$ cat src/rtl/seq_pkg.sv
// seq_pkg: definitions shared by the serial pattern transmitter and the
// sequence detector on the same serial path.
//   - FSM state encoding, so both ends decode identically in waveforms/debug
//   - default pattern width
package seq_pkg;

  localparam int SEQ_WIDTH = 8;

  localparam logic [1:0] IDLE     = 2'd0;
  localparam logic [1:0] SHIFT    = 2'd1;
  localparam logic [1:0] GAP_WAIT = 2'd2;
  localparam logic [1:0] DONE     = 2'd3;

endpackage

$ cat src/rtl/piso_shreg.sv
// piso_shreg: parallel-in / serial-out shift register, MSB first.
//   clk   : clock, rising edge
//   rst   : synchronous active-high reset, clears the register
//   load  : capture din (takes priority over shift)
//   shift : shift left by one, zero-filling the LSB
//   din   : parallel load value
//   msb   : current most significant bit
module piso_shreg #(
  parameter int WIDTH = 8
) (
  input  logic             clk,
  input  logic             rst,
  input  logic             load,
  input  logic             shift,
  input  logic [WIDTH-1:0] din,
  output logic             msb
);

  logic [WIDTH-1:0] sr_p0;

  always_ff @(posedge clk) begin
    if (rst) begin
      sr_p0 <= '0;
    end else if (load) begin
      sr_p0 <= din;
    end else if (shift) begin
      sr_p0 <= {sr_p0[WIDTH-2:0], 1'b0};
    end
  end

  assign msb = sr_p0[WIDTH-1];

endmodule

$ cat src/rtl/seq_pattern_tx.sv
// seq_pattern_tx: bit-serial pattern transmitter.
// Sends a latched WIDTH-bit pattern MSB-first, rep_cnt times, with GAP idle
// cycles between repetitions, then pulses done.
//   clk        : clock, rising edge
//   rst        : synchronous active-high reset
//   start      : request a transmission (only honoured in IDLE)
//   abort      : cancel a transmission, no done pulse
//   pattern    : bits to send, latched on accepted start
//   rep_cnt    : number of repetitions, latched on accepted start
//   dout_bit   : serial data, 0 whenever dout_valid is 0
//   dout_valid : dout_bit carries a pattern bit
//   busy       : transmission in progress, including the done cycle
//   done       : single-cycle completion pulse
module seq_pattern_tx
  import seq_pkg::*;
#(
  parameter int WIDTH = SEQ_WIDTH,
  parameter int REP_W = 4,
  parameter int GAP   = 0
) (
  input  logic             clk,
  input  logic             rst,
  input  logic             start,
  input  logic             abort,
  input  logic [WIDTH-1:0] pattern,
  input  logic [REP_W-1:0] rep_cnt,
  output logic             dout_bit,
  output logic             dout_valid,
  output logic             busy,
  output logic             done
);

  localparam int BW = (WIDTH > 1) ? $clog2(WIDTH) : 1;
  localparam int GW = (GAP > 0) ? $clog2(GAP + 1) : 1;
  localparam logic [BW-1:0]    BIT_LAST = BW'(WIDTH - 1);
  localparam logic [GW-1:0]    GAP_LAST = GW'((GAP > 0) ? GAP - 1 : 0);
  localparam logic [REP_W-1:0] REP_ONE  = REP_W'(1);

  logic [1:0]       state_p0, state_n;
  logic [BW-1:0]    bit_cnt_p0, bit_cnt_n;
  logic [REP_W-1:0] rep_left_p0, rep_left_n;
  logic [GW-1:0]    gap_cnt_p0, gap_cnt_n;
  logic [WIDTH-1:0] pat_copy_p0;
  logic             pat_copy_we;

  logic             sr_load, sr_shift, sr_msb;
  logic [WIDTH-1:0] sr_din;

  logic             bit_n, valid_n, busy_n, done_n;

  // The output bit is a flop of its own, so the shift register runs one bit
  // ahead: it is loaded with the pattern already shifted by one, while the
  // pattern MSB goes straight into dout_bit. Its msb is then always the bit
  // to present on the next cycle.
  piso_shreg #(
    .WIDTH (WIDTH)
  ) u_piso (
    .clk   (clk),
    .rst   (rst),
    .load  (sr_load),
    .shift (sr_shift),
    .din   (sr_din),
    .msb   (sr_msb)
  );

  always_comb begin
    state_n     = state_p0;
    bit_cnt_n   = bit_cnt_p0;
    rep_left_n  = rep_left_p0;
    gap_cnt_n   = gap_cnt_p0;
    pat_copy_we = 1'b0;
    sr_load     = 1'b0;
    sr_shift    = 1'b0;
    sr_din      = {pat_copy_p0[WIDTH-2:0], 1'b0};
    bit_n       = 1'b0;
    valid_n     = 1'b0;
    busy_n      = 1'b0;
    done_n      = 1'b0;

    if (abort && state_p0 != IDLE) begin
      state_n = IDLE;
    end else begin
      case (state_p0)
        IDLE: begin
          if (start && !abort) begin
            pat_copy_we = 1'b1;
            rep_left_n  = rep_cnt;
            bit_cnt_n   = '0;
            gap_cnt_n   = '0;
            sr_load     = 1'b1;
            sr_din      = {pattern[WIDTH-2:0], 1'b0};
            busy_n      = 1'b1;
            if (rep_cnt != '0) begin
              state_n = SHIFT;
              valid_n = 1'b1;
              bit_n   = pattern[WIDTH-1];
            end else begin
              state_n = DONE;
              done_n  = 1'b1;
            end
          end
        end

        SHIFT: begin
          busy_n = 1'b1;
          if (bit_cnt_p0 == BIT_LAST) begin
            bit_cnt_n  = '0;
            rep_left_n = rep_left_p0 - 1'b1;
            if (rep_left_p0 == REP_ONE) begin
              state_n = DONE;
              done_n  = 1'b1;
            end else begin
              sr_load = 1'b1;
              if (GAP > 0) begin
                state_n   = GAP_WAIT;
                gap_cnt_n = '0;
              end else begin
                valid_n = 1'b1;
                bit_n   = pat_copy_p0[WIDTH-1];
              end
            end
          end else begin
            bit_cnt_n = bit_cnt_p0 + 1'b1;
            sr_shift  = 1'b1;
            valid_n   = 1'b1;
            bit_n     = sr_msb;
          end
        end

        GAP_WAIT: begin
          busy_n = 1'b1;
          if (gap_cnt_p0 == GAP_LAST) begin
            state_n = SHIFT;
            valid_n = 1'b1;
            bit_n   = pat_copy_p0[WIDTH-1];
          end else begin
            gap_cnt_n = gap_cnt_p0 + 1'b1;
          end
        end

        DONE: begin
          state_n = IDLE;
        end

        default: begin
          state_n = IDLE;
        end
      endcase
    end
  end

  // ---- state / counter / output register stage ----
  always_ff @(posedge clk) begin
    if (rst) begin
      state_p0    <= IDLE;
      bit_cnt_p0  <= '0;
      rep_left_p0 <= '0;
      gap_cnt_p0  <= '0;
      pat_copy_p0 <= '0;
      dout_bit    <= 1'b0;
      dout_valid  <= 1'b0;
      busy        <= 1'b0;
      done        <= 1'b0;
    end else begin
      state_p0    <= state_n;
      bit_cnt_p0  <= bit_cnt_n;
      rep_left_p0 <= rep_left_n;
      gap_cnt_p0  <= gap_cnt_n;
      if (pat_copy_we) begin
        pat_copy_p0 <= pattern;
      end
      dout_bit    <= bit_n;
      dout_valid  <= valid_n;
      busy        <= busy_n;
      done        <= done_n;
    end
  end

endmodule
$ cat config.mk
export PLATFORM = sky130hd
export DESIGN_NAME = seq_pattern_tx
export DESIGN_NICKNAME = d
export VERILOG_FILES = /design/src/rtl/seq_pkg.sv /design/src/rtl/piso_shreg.sv /design/src/rtl/seq_pattern_tx.sv
export SDC_FILE = /design/constraint.sdc
export NUM_CORES = 1
export LEC_CHECK = 0
export CAP_MARGIN = 15
export CORE_MARGIN = 4
export CORE_UTILIZATION = 50
export CTS_CLUSTER_DIAMETER = 200
export DETAILED_ROUTE_END_ITERATION = 8
export HOLD_SLACK_MARGIN = 0.1
export PLACE_DENSITY = 0.73
export SLEW_MARGIN = 25
export SYNTH_ARGS = -nofsm -noshare
export SYNTH_HDL_FRONTEND = slang
export SYNTH_HIERARCHICAL = 1
export SYNTH_SLANG_ARGS = --single-unit
$ cat constraint.sdc
create_clock -name clk -period 2.1 [get_ports clk]
set_input_delay 0.42 -clock clk [delete_from_list [all_inputs] [get_ports clk]]
set_output_delay 0.42 -clock clk [all_outputs]
set_load 0.05 [all_outputs]
==> run summary <==
Post-CTS Setup Repair Bufs - 0
post-cts resize count - 0
critical path class - reg -> reg
setup violation total in the final timing report - 0
Min-Delay Path Depth - 2
post-synthesis adder-cell area fraction - 0.08828
Routability Congestion - 0.7693
hold_ws - 0.4682 ns
Post-Synth Simple-Gate Area - 0.1982
clock tree buffer depth - 2
Worst R2R Start - bit_cnt_p0[0]
Gate Count Post-Synth - 163
Starting Density - 0.5149
#FFs+latches synth - 29
wire per inst - 13.35 um
Slowest-stage cell, CP - or3b_1
drt initial violations - 55
Clock Sink Count - 29
Reg clk slew, reported paths - 0.10 ns
total die area - 4076 sq um
Max stage delay on crit path - 0.37 ns
routed wire length - 3.137 mm
worst hold start - pat_copy_p0[7]
CP max FO - 9
die height - 63.84 um
Vias - 1,216
Routed Antenna Nets - 0
pre-CTS setup slack - 0.01385 ns
num ports - 20
Final Cycle Share - 0.9214
drt via density - 5.174
Distinct cells, synth - 43
Max-Cap Viols - 0
Worst-Skew Late Latency - 0.33 ns
Avg Cell Area, Syn - 9.564 sq um
P_leak - 0.0007444 uW
total power - 2208 uW
Max Slew Vio Count - 0
Critical Path RT - 2.36 ns
R2R cell count - 9
vias in the first global route - 1,256
post-route setup TNS - 0 ns
GR Overflow Total - 0
# fillers - 282
cts hold-fix bufs - 0
XOR/XNOR share of the synthesized area - 0.005618
first-pass iteration count of the detailed router - 4
Synth Area in Compound Gates - 0.1581
CP arrival - 2.19 ns
Mapped Area - 1559 sq um
Crit. End Element - flip-flop
register-to-register setup slack - 0.16 ns
crit-path cells - ha_1 > ha_1 > nand2_1 > nor2_1 > a21oi_1 > o21ai_1 > buf_4 > or3b_1 > a21oi_1
unrepaired setup endpoints after global routing - false
Hold Crit Endpoint - pat_copy_p0[7]
first-pass GRT wire length - 5.471 mm
Worst Setup Start Kind - flip-flop
CTS H-Tree Depth - 2
post-synthesis sequential area ratio - 0.3724
Area growth, synth to finish - 21.43%
outcome - finished, final reports clean
PortBufs - 19
total global-route track usage - 0.1737
post-DP HPWL - 2.351 mm
FF-to-FF End - u_piso/sr_p0[0]
min Tclk post-route - 1.935 ns
Synth Warn # - 6
worst min-delay path class - reg -> reg
Layout Nets - 217
cell row count - 20
Die W - 63.84 um
worst setup path startpoint - bit_cnt_p0[0]
final setup margin - 0.1650 ns
Rel. slew slack - 0.6677
clk_skew - 0.009883 ns
largest family of logic cells by synthesized area - simple AND/OR/NAND/NOR gates
worst slew pin tran - 0.4969 ns
Final Hold Viols - 0
Fmax - 516.8 MHz
TritonCTS buffer count - 5
largest net degree at the start of global routing - 25
DRC viols - 0
# diodes - 0
Peak supply drop - 0.0005020 V
syn nets - 190
clk root buf - clkbuf_4
mux contribution to synthesized area - 0.1172
PwrDens - 1166 nW/um^2
share of post-route cells with drive strength above 1 - 0.1361
CORE AREA - 3028 sq um
antenna violations before repair - 0
CTS tree - done
[sequential cells by signal (all words and copies together) (netlist names)]
signal        cells
rep_left_p0       4
u_piso/sr_p0      8
busy              1
dout_valid        1
state_p0          2
dout_bit          1
done              1
bit_cnt_p0        3
pat_copy_p0       8
[placed cells by master (no fill, tap or decap), types with 3 or more instances in the layout]
cell type,netlist,final
o21ai_0,5,4
nand2b_1,3,3
ha_1,11,11
dfxtp_1,29,29
clkbuf_4,0,5
buf_4,0,9
mux2_1,7,7
inv_1,9,8
nor2_1,6,6
a211oi_1,10,10
mux2i_1,9,9
nand2_1,7,7
a21oi_1,8,8
clkdlybuf4s50_1,0,19
nor2b_1,19,18
[worst max-delay path: cells and delay by family (launching register included)]
kind,cells,cell delay (ns)
compound gates,3,0.39
fa+ha+maj,2,0.45
buf+inv,1,0.17
flops,1,0.34
simple gates,3,0.53
[layer usage]
metal  GRT usage  vias to the layer above  part of all wire
met2      0.2955                       23              0.50
met3     0.04569                        9             0.034
met1      0.1882                      558              0.43
li1            -                      626                 -
met5           0                        -                 0
met4      0.1132                        0             0.034
[synth_stat cells]
cell type,instances,area share
dfxtp_1,29,0.37
nor2b_1,19,0.076
ha_1,11,0.088
a211oi_1,10,0.048
inv_1,9,0.022
mux2i_1,9,0.058
a21oi_1,8,0.026
mux2_1,7,0.051
nand2_1,7,0.017
nor2_1,6,0.014
o21ai_0,5,0.016
buf_2,4,0.013
nand2b_1,3,0.012
buf_6,2,0.014
nand3_1,2,0.0064
nor3_1,2,0.0064
nor3b_1,2,0.0096
o31a_1,2,0.011
o41ai_1,2,0.011
a21boi_1,1,0.0048
a21oi_2,1,0.0056
a22oi_2,1,0.0080
a31o_1,1,0.0056
a31oi_1,1,0.0040
a32oi_1,1,0.0056
and2_1,1,0.0040
and3_1,1,0.0040
clkbuf_1,1,0.0024
clkdlybuf4s18_2,1,0.0064
conb_1,1,0.0024
mux2i_2,1,0.0088
nand3b_1,1,0.0048
nand4bb_1,1,0.0072
nor2_2,1,0.0040
nor3_4,1,0.010
nor4_1,1,0.0040
nor4_2,1,0.0080
o21a_1,1,0.0048
o21ai_1,1,0.0032
o22ai_1,1,0.0040
or2_1,1,0.0040
or3b_1,1,0.0056
xnor2_1,1,0.0056
[worst max path at each step]
stage / to / slack (ns) / cells after the start
after floorplan: u_piso/sr_p0[1] / 0.20 / 9
after global placement: u_piso/sr_p0[7] / 0.08 / 5
after detailed placement: u_piso/sr_p0[4] / 0.01 / 5
after CTS: u_piso/sr_p0[0] / 0.07 / 8
after global routing: dout_bit / 0.02 / 7
final: u_piso/sr_p0[0] / 0.16 / 9
[cell families (layout without fill, tap and decap cells)]
kind of cell / count (synthesis) / after routing
simple gates: 51 / 51
compound gates: 36 / 36
flops: 29 / 29
mux: 17 / 17
buf+inv: 17 / 45
fa+ha+maj: 11 / 11
other cells: 1 / 1
xor+xnor: 1 / 1
[stage by stage]
stage / utilization / instances / area (sq um)
2_1_floorplan: - / 163 / 1559
3_3_place_gp: 0.5996 / 227 / 1815
3_5_place_dp: 0.5996 / 227 / 1815
4_1_cts: 0.6227 / 235 / 1886
5_1_grt: 0.6252 / 235 / 1893
6_report: 0.6252 / 235 / 1893
[layout make-up]
type | count | area (sq um) | share of cell area
multi-input cells | 117 | 895.9 | 0.4732
flip-flops and latches | 29 | 580.6 | 0.3067
repair buffers | 28 | 257.7 | 0.1362
clock buffers | 7 | 65.06 | 0.03437
well taps | 44 | 55.05 | 0.02908
inverters | 9 | 33.78 | 0.01785
clock inverters | 1 | 5.005 | 0.002644
[power by group]
| part | internal [uW] | total, uW | switching (uW) |
|---|---|---|---|
| clock network | 194 | 388 | 194 |
| registers | 674 | 762 | 87.6 |
| logic | 484 | 1060 | 574 |
Note: power is estimated with default switching activity, not from simulation.
